## src/rtl/alu_op_issue.sv

```systemverilog
// alu_op_issue: RV32I decode-and-issue stage producing the ALU function select,
// operand selects, immediate and control flags behind a skid-buffered handshake.
module alu_op_issue #(
  parameter int XLEN         = 32,
  parameter bit RESET_PC_SEL = 1'b0
) (
  input  logic            clk,
  input  logic            rst_n,
  input  logic            flush,
  input  logic            in_valid,
  output logic            in_ready,
  input  logic [31:0]     in_instr,
  output logic            out_valid,
  input  logic            out_ready,
  output logic [3:0]      alu_op,
  output logic            a_sel_pc,
  output logic            b_sel_imm,
  output logic [XLEN-1:0] imm,
  output logic [4:0]      rs1,
  output logic [4:0]      rs2,
  output logic [4:0]      rd,
  output logic            reg_write,
  output logic            mem_read,
  output logic            mem_write,
  output logic            branch,
  output logic            jump,
  output logic            illegal
);
  typedef struct packed {
    logic [3:0]      alu_op;
    logic            a_sel_pc;
    logic            b_sel_imm;
    logic [XLEN-1:0] imm;
    logic [4:0]      rs1;
    logic [4:0]      rs2;
    logic [4:0]      rd;
    logic            reg_write;
    logic            mem_read;
    logic            mem_write;
    logic            branch;
    logic            jump;
    logic            illegal;
  } bundle_t;

  localparam bundle_t RST_B = '{a_sel_pc: RESET_PC_SEL, default: '0};

  logic [6:0]  w_opc, w_f7;
  logic [2:0]  w_f3;
  logic [31:0] w_imm_i, w_imm_s, w_imm_b, w_imm_u, w_imm_j;
  logic        w_bad, w_in_fire, w_out_load;
  bundle_t     w_dec, r_out, r_skid;
  logic        r_out_valid, r_skid_valid;

  assign w_opc   = in_instr[6:0];
  assign w_f3    = in_instr[14:12];
  assign w_f7    = in_instr[31:25];
  assign w_imm_i = {{20{in_instr[31]}}, in_instr[31:20]};
  assign w_imm_s = {{20{in_instr[31]}}, in_instr[31:25], in_instr[11:7]};
  assign w_imm_b = {{19{in_instr[31]}}, in_instr[31], in_instr[7], in_instr[30:25], in_instr[11:8], 1'b0};
  assign w_imm_u = {in_instr[31:12], 12'b0};
  assign w_imm_j = {{11{in_instr[31]}}, in_instr[31], in_instr[19:12], in_instr[20], in_instr[30:21], 1'b0};

  always_comb begin
    w_dec     = '0;
    w_bad     = 1'b0;
    w_dec.rs1 = in_instr[19:15];
    w_dec.rs2 = in_instr[24:20];
    w_dec.rd  = in_instr[11:7];
    case (w_opc)
      7'b0110011: begin
        w_dec.alu_op    = {w_f7[5], w_f3};
        w_dec.reg_write = 1'b1;
        w_bad = !(w_f7 == 7'b0 || (w_f7 == 7'b0100000 && (w_f3 == 3'b000 || w_f3 == 3'b101)));
      end
      7'b0010011: begin
        w_dec.alu_op    = {(w_f3 == 3'b101) & w_f7[5], w_f3};
        w_dec.b_sel_imm = 1'b1;
        w_dec.reg_write = 1'b1;
        w_dec.imm       = (w_f3 == 3'b001 || w_f3 == 3'b101) ? {27'b0, in_instr[24:20]} : w_imm_i;
        w_bad = (w_f3 == 3'b001 && w_f7 != 7'b0) ||
                (w_f3 == 3'b101 && w_f7 != 7'b0 && w_f7 != 7'b0100000);
      end
      7'b0000011: begin
        w_dec.b_sel_imm = 1'b1;
        w_dec.imm       = w_imm_i;
        w_dec.mem_read  = 1'b1;
        w_dec.reg_write = 1'b1;
        w_bad = w_f3 == 3'b011 || w_f3 == 3'b110 || w_f3 == 3'b111;
      end
      7'b0100011: begin
        w_dec.b_sel_imm = 1'b1;
        w_dec.imm       = w_imm_s;
        w_dec.mem_write = 1'b1;
        w_bad = w_f3 > 3'b010;
      end
      7'b1100011: begin
        // Branch compares: 00x subtract for eq/ne, 10x signed, 11x unsigned
        w_dec.alu_op = w_f3[2] ? {3'b001, w_f3[1]} : 4'b1000;
        w_dec.branch = 1'b1;
        w_dec.imm    = w_imm_b;
        w_bad = w_f3[2:1] == 2'b01;
      end
      7'b0110111: begin
        w_dec.alu_op    = 4'b1001;
        w_dec.b_sel_imm = 1'b1;
        w_dec.imm       = w_imm_u;
        w_dec.reg_write = 1'b1;
      end
      7'b0010111: begin
        w_dec.a_sel_pc  = 1'b1;
        w_dec.b_sel_imm = 1'b1;
        w_dec.imm       = w_imm_u;
        w_dec.reg_write = 1'b1;
      end
      7'b1101111: begin
        w_dec.a_sel_pc  = 1'b1;
        w_dec.b_sel_imm = 1'b1;
        w_dec.imm       = w_imm_j;
        w_dec.jump      = 1'b1;
        w_dec.reg_write = 1'b1;
      end
      7'b1100111: begin
        w_dec.b_sel_imm = 1'b1;
        w_dec.imm       = w_imm_i;
        w_dec.jump      = 1'b1;
        w_dec.reg_write = 1'b1;
        w_bad = w_f3 != 3'b000;
      end
      default: w_bad = 1'b1;
    endcase
    if (w_bad) begin
      w_dec.alu_op    = 4'b0000;
      w_dec.reg_write = 1'b0;
      w_dec.mem_read  = 1'b0;
      w_dec.mem_write = 1'b0;
      w_dec.branch    = 1'b0;
      w_dec.jump      = 1'b0;
      w_dec.illegal   = 1'b1;
    end
  end

  assign in_ready   = !r_skid_valid;
  assign w_in_fire  = in_valid && !r_skid_valid;
  assign w_out_load = !r_out_valid || out_ready;

  // The skid only ever fills while the output is stalled, so draining it
  // always takes priority over new input and preserves order.
  always_ff @(posedge clk or negedge rst_n) begin
    if (!rst_n) begin
      r_out_valid  <= 1'b0;
      r_skid_valid <= 1'b0;
      r_out        <= RST_B;
      r_skid       <= RST_B;
    end else if (flush) begin
      r_out_valid  <= 1'b0;
      r_skid_valid <= 1'b0;
    end else if (w_out_load) begin
      r_out_valid  <= r_skid_valid || w_in_fire;
      r_skid_valid <= 1'b0;
      if (r_skid_valid) r_out <= r_skid;
      else if (w_in_fire) r_out <= w_dec;
    end else if (w_in_fire) begin
      r_skid_valid <= 1'b1;
      r_skid       <= w_dec;
    end
  end

  assign out_valid = r_out_valid;
  assign alu_op    = r_out.alu_op;
  assign a_sel_pc  = r_out.a_sel_pc;
  assign b_sel_imm = r_out.b_sel_imm;
  assign imm       = r_out.imm;
  assign rs1       = r_out.rs1;
  assign rs2       = r_out.rs2;
  assign rd        = r_out.rd;
  assign reg_write = r_out.reg_write;
  assign mem_read  = r_out.mem_read;
  assign mem_write = r_out.mem_write;
  assign branch    = r_out.branch;
  assign jump      = r_out.jump;
  assign illegal   = r_out.illegal;
endmodule

```

## config.mk

```make
export PLATFORM = sky130hd
export DESIGN_NAME = alu_op_issue
export DESIGN_NICKNAME = d
export VERILOG_FILES = /design/src/rtl/alu_op_issue.sv
export SDC_FILE = /design/constraint.sdc
export NUM_CORES = 1
export LEC_CHECK = 0
export ABC_AREA = 1
export CORE_ASPECT_RATIO = 0.6
export CORE_UTILIZATION = 60
export CTS_BUF_LIST = sky130_fd_sc_hd__clkbuf_2
export CTS_CLUSTER_DIAMETER = 60
export DETAILED_ROUTE_END_ITERATION = 6
export HOLD_SLACK_MARGIN = 0.05
export PLACE_DENSITY = 0.95
export RECOVER_POWER = 100
export SYNTH_ARGS = -nofsm -noshare
export SYNTH_HDL_FRONTEND = slang
export SYNTH_SLANG_ARGS = --single-unit
```

## constraint.sdc

```tcl
create_clock -name clk -period 2.3 [get_ports clk]
set_input_delay 0.46 -clock clk [delete_from_list [all_inputs] [get_ports clk]]
set_output_delay 0.46 -clock clk [all_outputs]
set_load 0.05 [all_outputs]
```

==> flow_summary.rst, run 1 <==
.. list-table::
   :header-rows: 1

   * - Metric
     - Value
   * - Status
     - completed
   * - Layout cells sized above 1
     - 11.4%
   * - Final Power
     - 0.00530 W
   * - Residual DRC
     - 0
   * - Number of library cell types mapped by synthesis
     - 31
   * - Data required time of the worst path
     - 1840 ps
   * - Power dissipated by switching net loads
     - 0.00198 W
   * - Peak VDD IR
     - 0.000445 V
   * - Post-detailed-route count of antenna-violating nets
     - 0
   * - Num rows
     - 27
   * - Global-route wire length before repair
     - 28.3 mm
   * - RSZ-0062 raised after global routing
     - no
   * - P_int
     - 0.00331 W
   * - Post-DR wirelength/cell
     - 17.6 um
   * - Power per Cell Area
     - 716 nW/um2
   * - Vertical die dimension
     - 79.0 um
   * - Standard cell with the maximum stage delay on the critical path
     - sky130_fd_sc_hd__dlygate4sd2_1
   * - Largest net degree at the start of global routing
     - 63
   * - Number of global-route vias before repair
     - 5671
   * - Crit-path max FO
     - 2
   * - Per-cell via count in the routed design
     - 5.86
   * - Path depth of the worst reg2reg path
     - 5
   * - Static leakage
     - 4.07 nW
   * - First-pass iteration count of the detailed router
     - 5
   * - Worst r2r dst
     - r_skid[32]
   * - Clock latency on the worst-skew pair
     - 710 ps
   * - Width of the chip
     - 130 um
   * - Number of instances in the synthesized netlist
     - 766
   * - Starting DRC count in detailed routing
     - 551
   * - Hold Startpoint
     - in_instr[8]
   * - Total congestion overflow after global routing
     - 0
   * - Arrival time worst endpoint
     - 1730 ps
   * - Total GRT Usage
     - 36.9%
   * - CTS tree
     - done
   * - Setup slack of the most critical reg-to-reg path
     - 270 ps
   * - Number of I/O pins
     - 98
   * - Transition at the pin with the smallest max-transition slack
     - 921 ps
   * - Number of antenna violations at the first check in global routing
     - 0
   * - Initial core utilization
     - 63.2%
   * - Final cell utilization of the core
     - 78.8%
   * - Final setup skew
     - 41.1 ps
   * - Fin nets
     - 916
   * - Root cell of the clock tree
     - sky130_fd_sc_hd__clkbuf_2
   * - Startpoint kind of the worst setup timing path
     - register
   * - Total wirelength of the detailed-routed design
     - 18.0 mm
   * - Period utilization
     - 95.3%
   * - Net switching fraction of the power
     - 37.4%
   * - Type of the worst setup path
     - register to primary output
   * - Reg-to-Reg Start
     - r_skid_valid
   * - Worst slew margin
     - 38.6%
   * - Critical path's top delay family
     - buffers and inverters
   * - Yosys Warn Count
     - 0
   * - Critical Path Max Stage Delay
     - 580 ps
   * - Total of fill cells in the finished design
     - 639
   * - Number of inserted diodes
     - 0
   * - Port Buf Inserts
     - 97
   * - Final count of hold timing violations
     - 0
   * - Clock-pin slew reported for the worst setup and hold paths after clock tree synthesis
     - 220 ps
   * - Min-Delay Path Depth
     - 3
   * - Endpoint with the worst hold slack
     - r_skid[7]
   * - Weighted congestion at the end of routability-driven global placement
     - 0.994
   * - Worst Path Buf+Inv
     - 1
   * - Hold_ws
     - 353 ps
   * - Vias post-DR
     - 5986
   * - Endpoint class of the critical path
     - primary output
   * - Path type of the worst min-delay path
     - input pin to register
   * - Max-Cap Viols
     - 0
   * - Final Critical Period
     - 2190 ps
   * - Cells traversed along the worst timing path
     - dlygate4sd2_1
   * - Part of the total power dissipated in sequential elements
     - 48.7%
   * - Htree depth
     - 4
   * - Cell Area, Synth
     - 5930 um2
   * - Final setup viols
     - 0
   * - Synthesized netlist net count
     - 803
   * - Highest achievable clock rate
     - 456 MHz
   * - Post-synthesis sequential area ratio
     - 50.6%
   * - Combinational share of power
     - 24.0%
   * - Max-slew violation count
     - 0
   * - Max Buffers Root-to-Sink
     - 2
   * - Number of register bits inferred by synthesis
     - 120
   * - Half-perimeter wire length after detailed placement
     - 11.8 mm
   * - Floorplan die area
     - 10300 um2
   * - Post-synthesis to final-layout area growth
     - 24.7%
   * - Clk network pwr share
     - 27.4%
   * - Number of sinks on the clock net
     - 120
   * - Post-Syn Area per Cell
     - 7.75 um2
   * - Placeable core region
     - 9390 um2
   * - Total CTS buffers
     - 17
## worst max path at each step
stage | slack, ps | cells past startpoint | endpoint | from
global placement | -0.3 | 13 | imm[27] | in_instr[3]
global route | 30 | 1 | imm[30] | imm[30]
detailed placement | -50 | 13 | imm[27] | in_instr[4]
finish | 110 | 1 | rd[4] | rd[4]
floorplan | 420 | 4 | in_ready | r_skid_valid
CTS | 20 | 3 | in_ready | r_skid_valid
## layout make-up
type	instances	area [um2]	share of cell area [%]
multi-input combinational	551	2500	33.7
clock buffer	18	90.1	1.22
tap	130	163	2.20
inverter	54	208	2.81
sequential	120	3000	40.6
timing repair buffer	135	1280	17.3
clock inverter	14	163	2.20
## power groups by stage
stage | logic [W] | clock network, W | registers (W)
2_1_floorplan | 0.000424 | 0 | 0.00296
3_3_place_gp | 0.00127 | 0 | 0.00258
3_5_place_dp | 0.00132 | 0 | 0.00260
4_1_cts | 0.00127 | 0.00145 | 0.00256
5_1_grt | 0.00137 | 0.00155 | 0.00260
6_report | 0.00127 | 0.00145 | 0.00258
## state kept, by name, summed over array words and instances (netlist names)
register / cells
r_skid: 59
imm: 32
rd: 5
rs1: 5
rs2: 5
alu_op: 4
a_sel_pc: 1
b_sel_imm: 1
branch: 1
illegal: 1
jump: 1
mem_read: 1
mem_write: 1
out_valid: 1
r_skid_valid: 1
reg_write: 1
## cells in the final DEF (no fill, tap or decap), drive strengths merged, types with 3 or more instances in the layout
master / instances
clkinv: 5
nand2: 251
buf: 30
dlygate4sd2: 60
a31oi: 21
inv: 59
o21ai: 95
a21oi: 24
dfrtp: 120
nor2: 100
clkdlybuf4s50: 35
nand3: 41
clkbuf: 26
or2: 5
nor3: 3
o211ai: 3
## cell families after synthesis
family          count (synthesis)  synth area share, %
flops                         120                 50.6
buf+inv                        95                 7.13
compound gates                149                 14.0
simple gates                  402                 28.3
## synthesized netlist by cell type
master / n / area share [%]
sky130_fd_sc_hd__inv_2: 12 / 0.76
sky130_fd_sc_hd__nor3_1: 2 / 0.17
sky130_fd_sc_hd__nand3_1: 41 / 3.5
sky130_fd_sc_hd__buf_4: 4 / 0.51
sky130_fd_sc_hd__buf_2: 11 / 0.93
sky130_fd_sc_hd__a2bb2oi_1: 1 / 0.15
sky130_fd_sc_hd__clkbuf_1: 17 / 1.1
sky130_fd_sc_hd__a21oi_1: 21 / 1.8
sky130_fd_sc_hd__a31oi_1: 21 / 2.2
sky130_fd_sc_hd__o211ai_1: 3 / 0.38
sky130_fd_sc_hd__nor2_4: 6 / 1.1
sky130_fd_sc_hd__nor3_4: 1 / 0.27
sky130_fd_sc_hd__buf_1: 4 / 0.25
sky130_fd_sc_hd__dfrtp_1: 120 / 51
sky130_fd_sc_hd__o31ai_1: 1 / 0.13
sky130_fd_sc_hd__a21oi_4: 2 / 0.55
sky130_fd_sc_hd__or2_2: 5 / 0.53
sky130_fd_sc_hd__nand2_1: 245 / 15
sky130_fd_sc_hd__o21ai_1: 27 / 2.3
sky130_fd_sc_hd__o22ai_1: 2 / 0.21
sky130_fd_sc_hd__nand4_1: 2 / 0.21
sky130_fd_sc_hd__buf_6: 5 / 0.95
sky130_fd_sc_hd__nor2_2: 3 / 0.32
sky130_fd_sc_hd__nor2_8: 1 / 0.34
sky130_fd_sc_hd__a22oi_1: 2 / 0.25
sky130_fd_sc_hd__nor2_1: 90 / 5.7
sky130_fd_sc_hd__o21ai_4: 1 / 0.27
sky130_fd_sc_hd__nand2_2: 6 / 0.63
sky130_fd_sc_hd__a21oi_2: 1 / 0.15
sky130_fd_sc_hd__o21ai_0: 67 / 5.7
sky130_fd_sc_hd__inv_1: 42 / 2.7
## metal layers
layer | track usage (%) | up-vias | share of wire, %
li1 | - | 2686 | -
met5 | 0 | - | 0
met2 | 57.2 | 406 | 46
met4 | 15.9 | 0 | 2.9
met1 | 48.6 | 2832 | 41
met3 | 10.8 | 62 | 10
## per-stage QoR
| step | cells | TNS (ps) | worst slack [ps] | instance area [um2] |
|---|---|---|---|---|
| after CTS | 1020 | 0 | 20.3 | 7430 |
| final | 1022 | 0 | 109 | 7400 |
| after floorplan | 766 | 0 | 425 | 5930 |
| after global routing | 1022 | 0 | 26.6 | 7400 |
| after global placement | 986 | -0.309 | -0.309 | 7210 |
| after detailed placement | 986 | -82.0 | -47.7 | 7210 |
## what timing repair did
action | CTS | global route
pin swaps | 0 | 0
endpoints found under the hold margin | 35 | 0
cloned | 1 | 1
setup buffers | 0 | 1
endpoints found under the setup margin | 61 | 1
hold buffers | 1 | 0
resized for setup | 61 | 2
Note: power is estimated with default switching activity, not from simulation.
==> run 2: changes to the inputs <==
--- a/config.mk
+++ b/config.mk
@@ -12,8 +12,10 @@
 export CTS_CLUSTER_DIAMETER = 60
 export DETAILED_ROUTE_END_ITERATION = 6
 export HOLD_SLACK_MARGIN = 0.05
+export MAX_ROUTING_LAYER = met4
 export PLACE_DENSITY = 0.95
 export RECOVER_POWER = 100
+export SLEW_MARGIN = 15
 export SYNTH_ARGS = -nofsm -noshare
 export SYNTH_HDL_FRONTEND = slang
 export SYNTH_SLANG_ARGS = --single-unit
==> run 2 against run 1 <==
The flow now finishes with violations (DRC, capacitance limit, slew limit). Fmax hardly changed. Largest power group unchanged. First-iteration DRC count is 39% higher. Critical endpoint is now r_skid[50]. Worst hold slack better by 53 ps. Non-clock buffer count unchanged.
==> flow_summary.rst, run 2 (synthesized netlist as in run 1, its figures left out) <==
.. list-table::
   :header-rows: 1

   * - Metric
     - Value
   * - Status
     - finished, violations left (was completed)
   * - Failing checks
     - DRC, capacitance limit, slew limit
   * - Root cell of the clock tree
     - sky130_fd_sc_hd__clkbuf_2 (unchanged)
   * - Worst slew margin
     - -7.20% (was 38.6%)
   * - Residual DRC
     - 8 (was 0)
   * - Number of inserted diodes
     - 0 (unchanged)
   * - Total GRT Usage
     - 39.6% (was 36.9%)
   * - Clock latency on the worst-skew pair
     - 690 ps (was 710 ps)
   * - Leading cell types in the layout, fill and taps excluded
     - sky130_fd_sc_hd__nand2_1 (245), sky130_fd_sc_hd__dfrtp_1 (120), sky130_fd_sc_hd__nor2_1 (90), sky130_fd_sc_hd__o21ai_0 (87), sky130_fd_sc_hd__dlygate4sd2_1 (58) (was sky130_fd_sc_hd__nand2_1 (245), sky130_fd_sc_hd__dfrtp_1 (120), sky130_fd_sc_hd__nor2_1 (91), sky130_fd_sc_hd__o21ai_0 (88), sky130_fd_sc_hd__dlygate4sd2_1 (60))
   * - Final setup skew
     - 34.7 ps (was 41.1 ps)
   * - Max Buffers Root-to-Sink
     - 2 (unchanged)
   * - Post-DR wirelength/cell
     - 18.6 um (was 17.6 um)
   * - Reg-to-Reg Start
     - r_skid_valid (unchanged)
   * - Floorplan die area
     - 10300 um2 (unchanged)
   * - Clk network pwr share
     - 28.7% (was 27.4%)
   * - Critical path's top delay family
     - buffers and inverters (unchanged)
   * - Final worst slack
     - 107 ps (was 109 ps)
   * - Port Buf Inserts
     - 97 (unchanged)
   * - Number of I/O pins
     - 98 (unchanged)
   * - First-pass iteration count of the detailed router
     - 7 (was 5)
   * - Number of placed cells counting well taps
     - 987 (was 986)
   * - Combinational share of power
     - 23.7% (was 24.0%)
   * - Clock-pin slew reported for the worst setup and hold paths after clock tree synthesis
     - 230 ps (was 220 ps)
   * - CP startpoint
     - r_skid_valid (was rd[4])
   * - Number of flip-flops under the largest register name
     - 59 (unchanged)
   * - Final count of hold timing violations
     - 0 (unchanged)
   * - Final Critical Period
     - 2190 ps (about the same)
   * - CTS tree
     - done (unchanged)
   * - Final setup viols
     - 0 (unchanged)
   * - Startpoint kind of the worst setup timing path
     - register (unchanged)
   * - Critical Path Max Stage Delay
     - 710 ps (was 580 ps)
   * - Setup slack of the most critical reg-to-reg path
     - 110 ps (was 270 ps)
   * - Period utilization
     - 95.4% (was 95.3%)
   * - Critical path depth in cells
     - 5 (was 1)
   * - Placeable core region
     - 9390 um2 (unchanged)
   * - Endpoint class of the critical path
     - register (was primary output)
   * - Crit-path max FO
     - 42 (was 2)
   * - Num rows
     - 27 (unchanged)
   * - Highest achievable clock rate
     - 456 MHz (about the same)
   * - Finished Layout Cells
     - 1021 (was 1022)
   * - Worst Path Buf+Inv
     - 2 (was 1)
   * - Total wirelength of the detailed-routed design
     - 19.0 mm (was 18.0 mm)
   * - Peak VDD IR
     - 0.000525 V (was 0.000445 V)
   * - Transition at the pin with the smallest max-transition slack
     - 1610 ps (was 921 ps)
   * - Width of the chip
     - 130 um (unchanged)
   * - Post-detailed-route count of antenna-violating nets
     - 0 (unchanged)
   * - P_int
     - 0.00342 W (was 0.00331 W)
   * - Static leakage
     - 4.09 nW (was 4.07 nW)
   * - Standard cell with the maximum stage delay on the critical path
     - sky130_fd_sc_hd__clkbuf_2 (was sky130_fd_sc_hd__dlygate4sd2_1)
   * - Total congestion overflow after global routing
     - 0 (unchanged)
   * - Number of sinks on the clock net
     - 120 (unchanged)
   * - Max-Cap Viols
     - 1 (was 0)
   * - Hold_ws
     - 406 ps (was 353 ps)
   * - Power per Cell Area
     - 732 nW/um2 (was 716 nW/um2)
   * - Weighted congestion at the end of routability-driven global placement
     - 0.956 (was 0.994)
   * - Vias post-DR
     - 6062 (was 5986)
   * - Net switching fraction of the power
     - 37.2% (was 37.4%)
   * - Initial core utilization
     - 63.2% (unchanged)
   * - Per-cell via count in the routed design
     - 5.94 (was 5.86)
   * - Data required time of the worst path
     - 2850 ps (was 1840 ps)
   * - Type of the worst setup path
     - register to register (was register to primary output)
   * - Starting DRC count in detailed routing
     - 768 (was 551)
   * - Number of global-route vias before repair
     - 5809 (was 5671)
   * - Post-synthesis to final-layout area growth
     - 25.4% (was 24.7%)
   * - Arrival time worst endpoint
     - 2750 ps (was 1730 ps)
   * - Total CTS buffers
     - 17 (unchanged)
   * - Largest Register
     - r_skid (unchanged)
   * - Part of the total power dissipated in sequential elements
     - 47.6% (was 48.7%)
   * - Half-perimeter wire length after detailed placement
     - 12.4 mm (was 11.8 mm)
   * - RSZ-0062 raised after global routing
     - no (unchanged)
   * - Cells traversed along the worst timing path
     - buf_4 -> nor3_4 -> clkbuf_2 -> nor2_1 -> a31oi_1 (was dlygate4sd2_1)
   * - Worst r2r dst
     - r_skid[50] (was r_skid[32])
   * - Htree depth
     - 4 (unchanged)
   * - Largest net degree at the start of global routing
     - 121 (was 63)
   * - Global-route wire length before repair
     - 29.2 mm (was 28.3 mm)
   * - End of the critical path
     - r_skid[50] (was rd[4])
   * - Dpl ws
     - -38.2 ps (was -47.7 ps)
   * - Path type of the worst min-delay path
     - input pin to register (unchanged)
   * - Vertical die dimension
     - 79.0 um (unchanged)
   * - Layout cells sized above 1
     - 11.6% (was 11.4%)
   * - Path depth of the worst reg2reg path
     - 5 (unchanged)
   * - Max-slew violation count
     - 121 (was 0)
   * - Number of antenna violations at the first check in global routing
     - 0 (unchanged)
   * - Power dissipated by switching net loads
     - 0.00203 W (was 0.00198 W)
   * - Most common library cell in the layout ignoring fill and taps
     - sky130_fd_sc_hd__nand2_1 (unchanged)
   * - Fin nets
     - 916 (unchanged)
-- run 2: per-stage QoR --
stage / util [%] / area [um2] / total power [W] / setup TNS (ps)
5_1_grt: 79.2 / 7440 / 0.00567 / 0
3_3_place_gp: 76.8 / 7220 / 0.00385 / 0
3_5_place_dp: 76.8 / 7220 / 0.00395 / -120
2_1_floorplan: - / 5930 / 0.00338 / 0
6_report: 79.2 / 7440 / 0.00545 / 0
4_1_cts: 79.4 / 7460 / 0.00543 / 0
-- run 2: tightest hold or removal path, delay by kind of cell --
| family | cells | cell delay, ps |
|---|---|---|
| buffers and inverters | 2 | 550 |
| AOI/OAI and AO/OA | 1 | 90 |
-- run 2: how the worst min path moves through the flow --
stage,slack (ps),to,cells past startpoint,from
final,410,r_skid[6],3,in_instr[7]
after global placement,450,r_skid[54],2,r_skid[54]
after CTS,350,r_skid[8],3,in_instr[9]
after global routing,310,r_skid[6],3,in_instr[7]
after floorplan,160,a_sel_pc,0,rst_n
after detailed placement,460,r_skid[28],2,r_skid[28]
-- run 2: final cells by class --
class,instances,area [um2]
flip-flops and latches,120,3000
multi-input cells,551,2500
fillers,613,1950
repair buffers,135,1290
inverters,54,208
clock inverters,14,189
well taps,130,163
clock buffers,17,85.1
-- run 2: metal layers --
layer	up-vias	track usage [%]	routed length, um
met5	-	-	0
met4	0	20.3	781
met3	97	14.6	2120
met2	500	58.8	8590
met1	2777	47.7	7500
li1	2688	-	-
-- run 2: power by group through the flow --
stage | Sequential (W) | Combinational [W] | Clock, W
floorplan | 0.00296 | 0.000424 | 0
global placement | 0.00258 | 0.00127 | 0
detailed placement | 0.00261 | 0.00134 | 0
CTS | 0.00257 | 0.00129 | 0.00157
global route | 0.00261 | 0.00139 | 0.00167
finish | 0.00259 | 0.00129 | 0.00156
-- run 2: timing repair --
action,in CTS,in global routing
hold buffers,1,0
resized for setup,61,5
endpoints found under the setup margin,61,3
hold endpoints to repair,120,0
setup buffers,0,0
cloned,1,1
==> run 3: changes to the inputs <==
--- a/config.mk
+++ b/config.mk
@@ -15,7 +15,6 @@
 export MAX_ROUTING_LAYER = met4
 export PLACE_DENSITY = 0.95
 export RECOVER_POWER = 100
-export SLEW_MARGIN = 15
 export SYNTH_ARGS = -nofsm -noshare
 export SYNTH_HDL_FRONTEND = slang
 export SYNTH_SLANG_ARGS = --single-unit
==> results of run 3 <==
The final DEF is identical to that of run 2; final timing and power are the same.
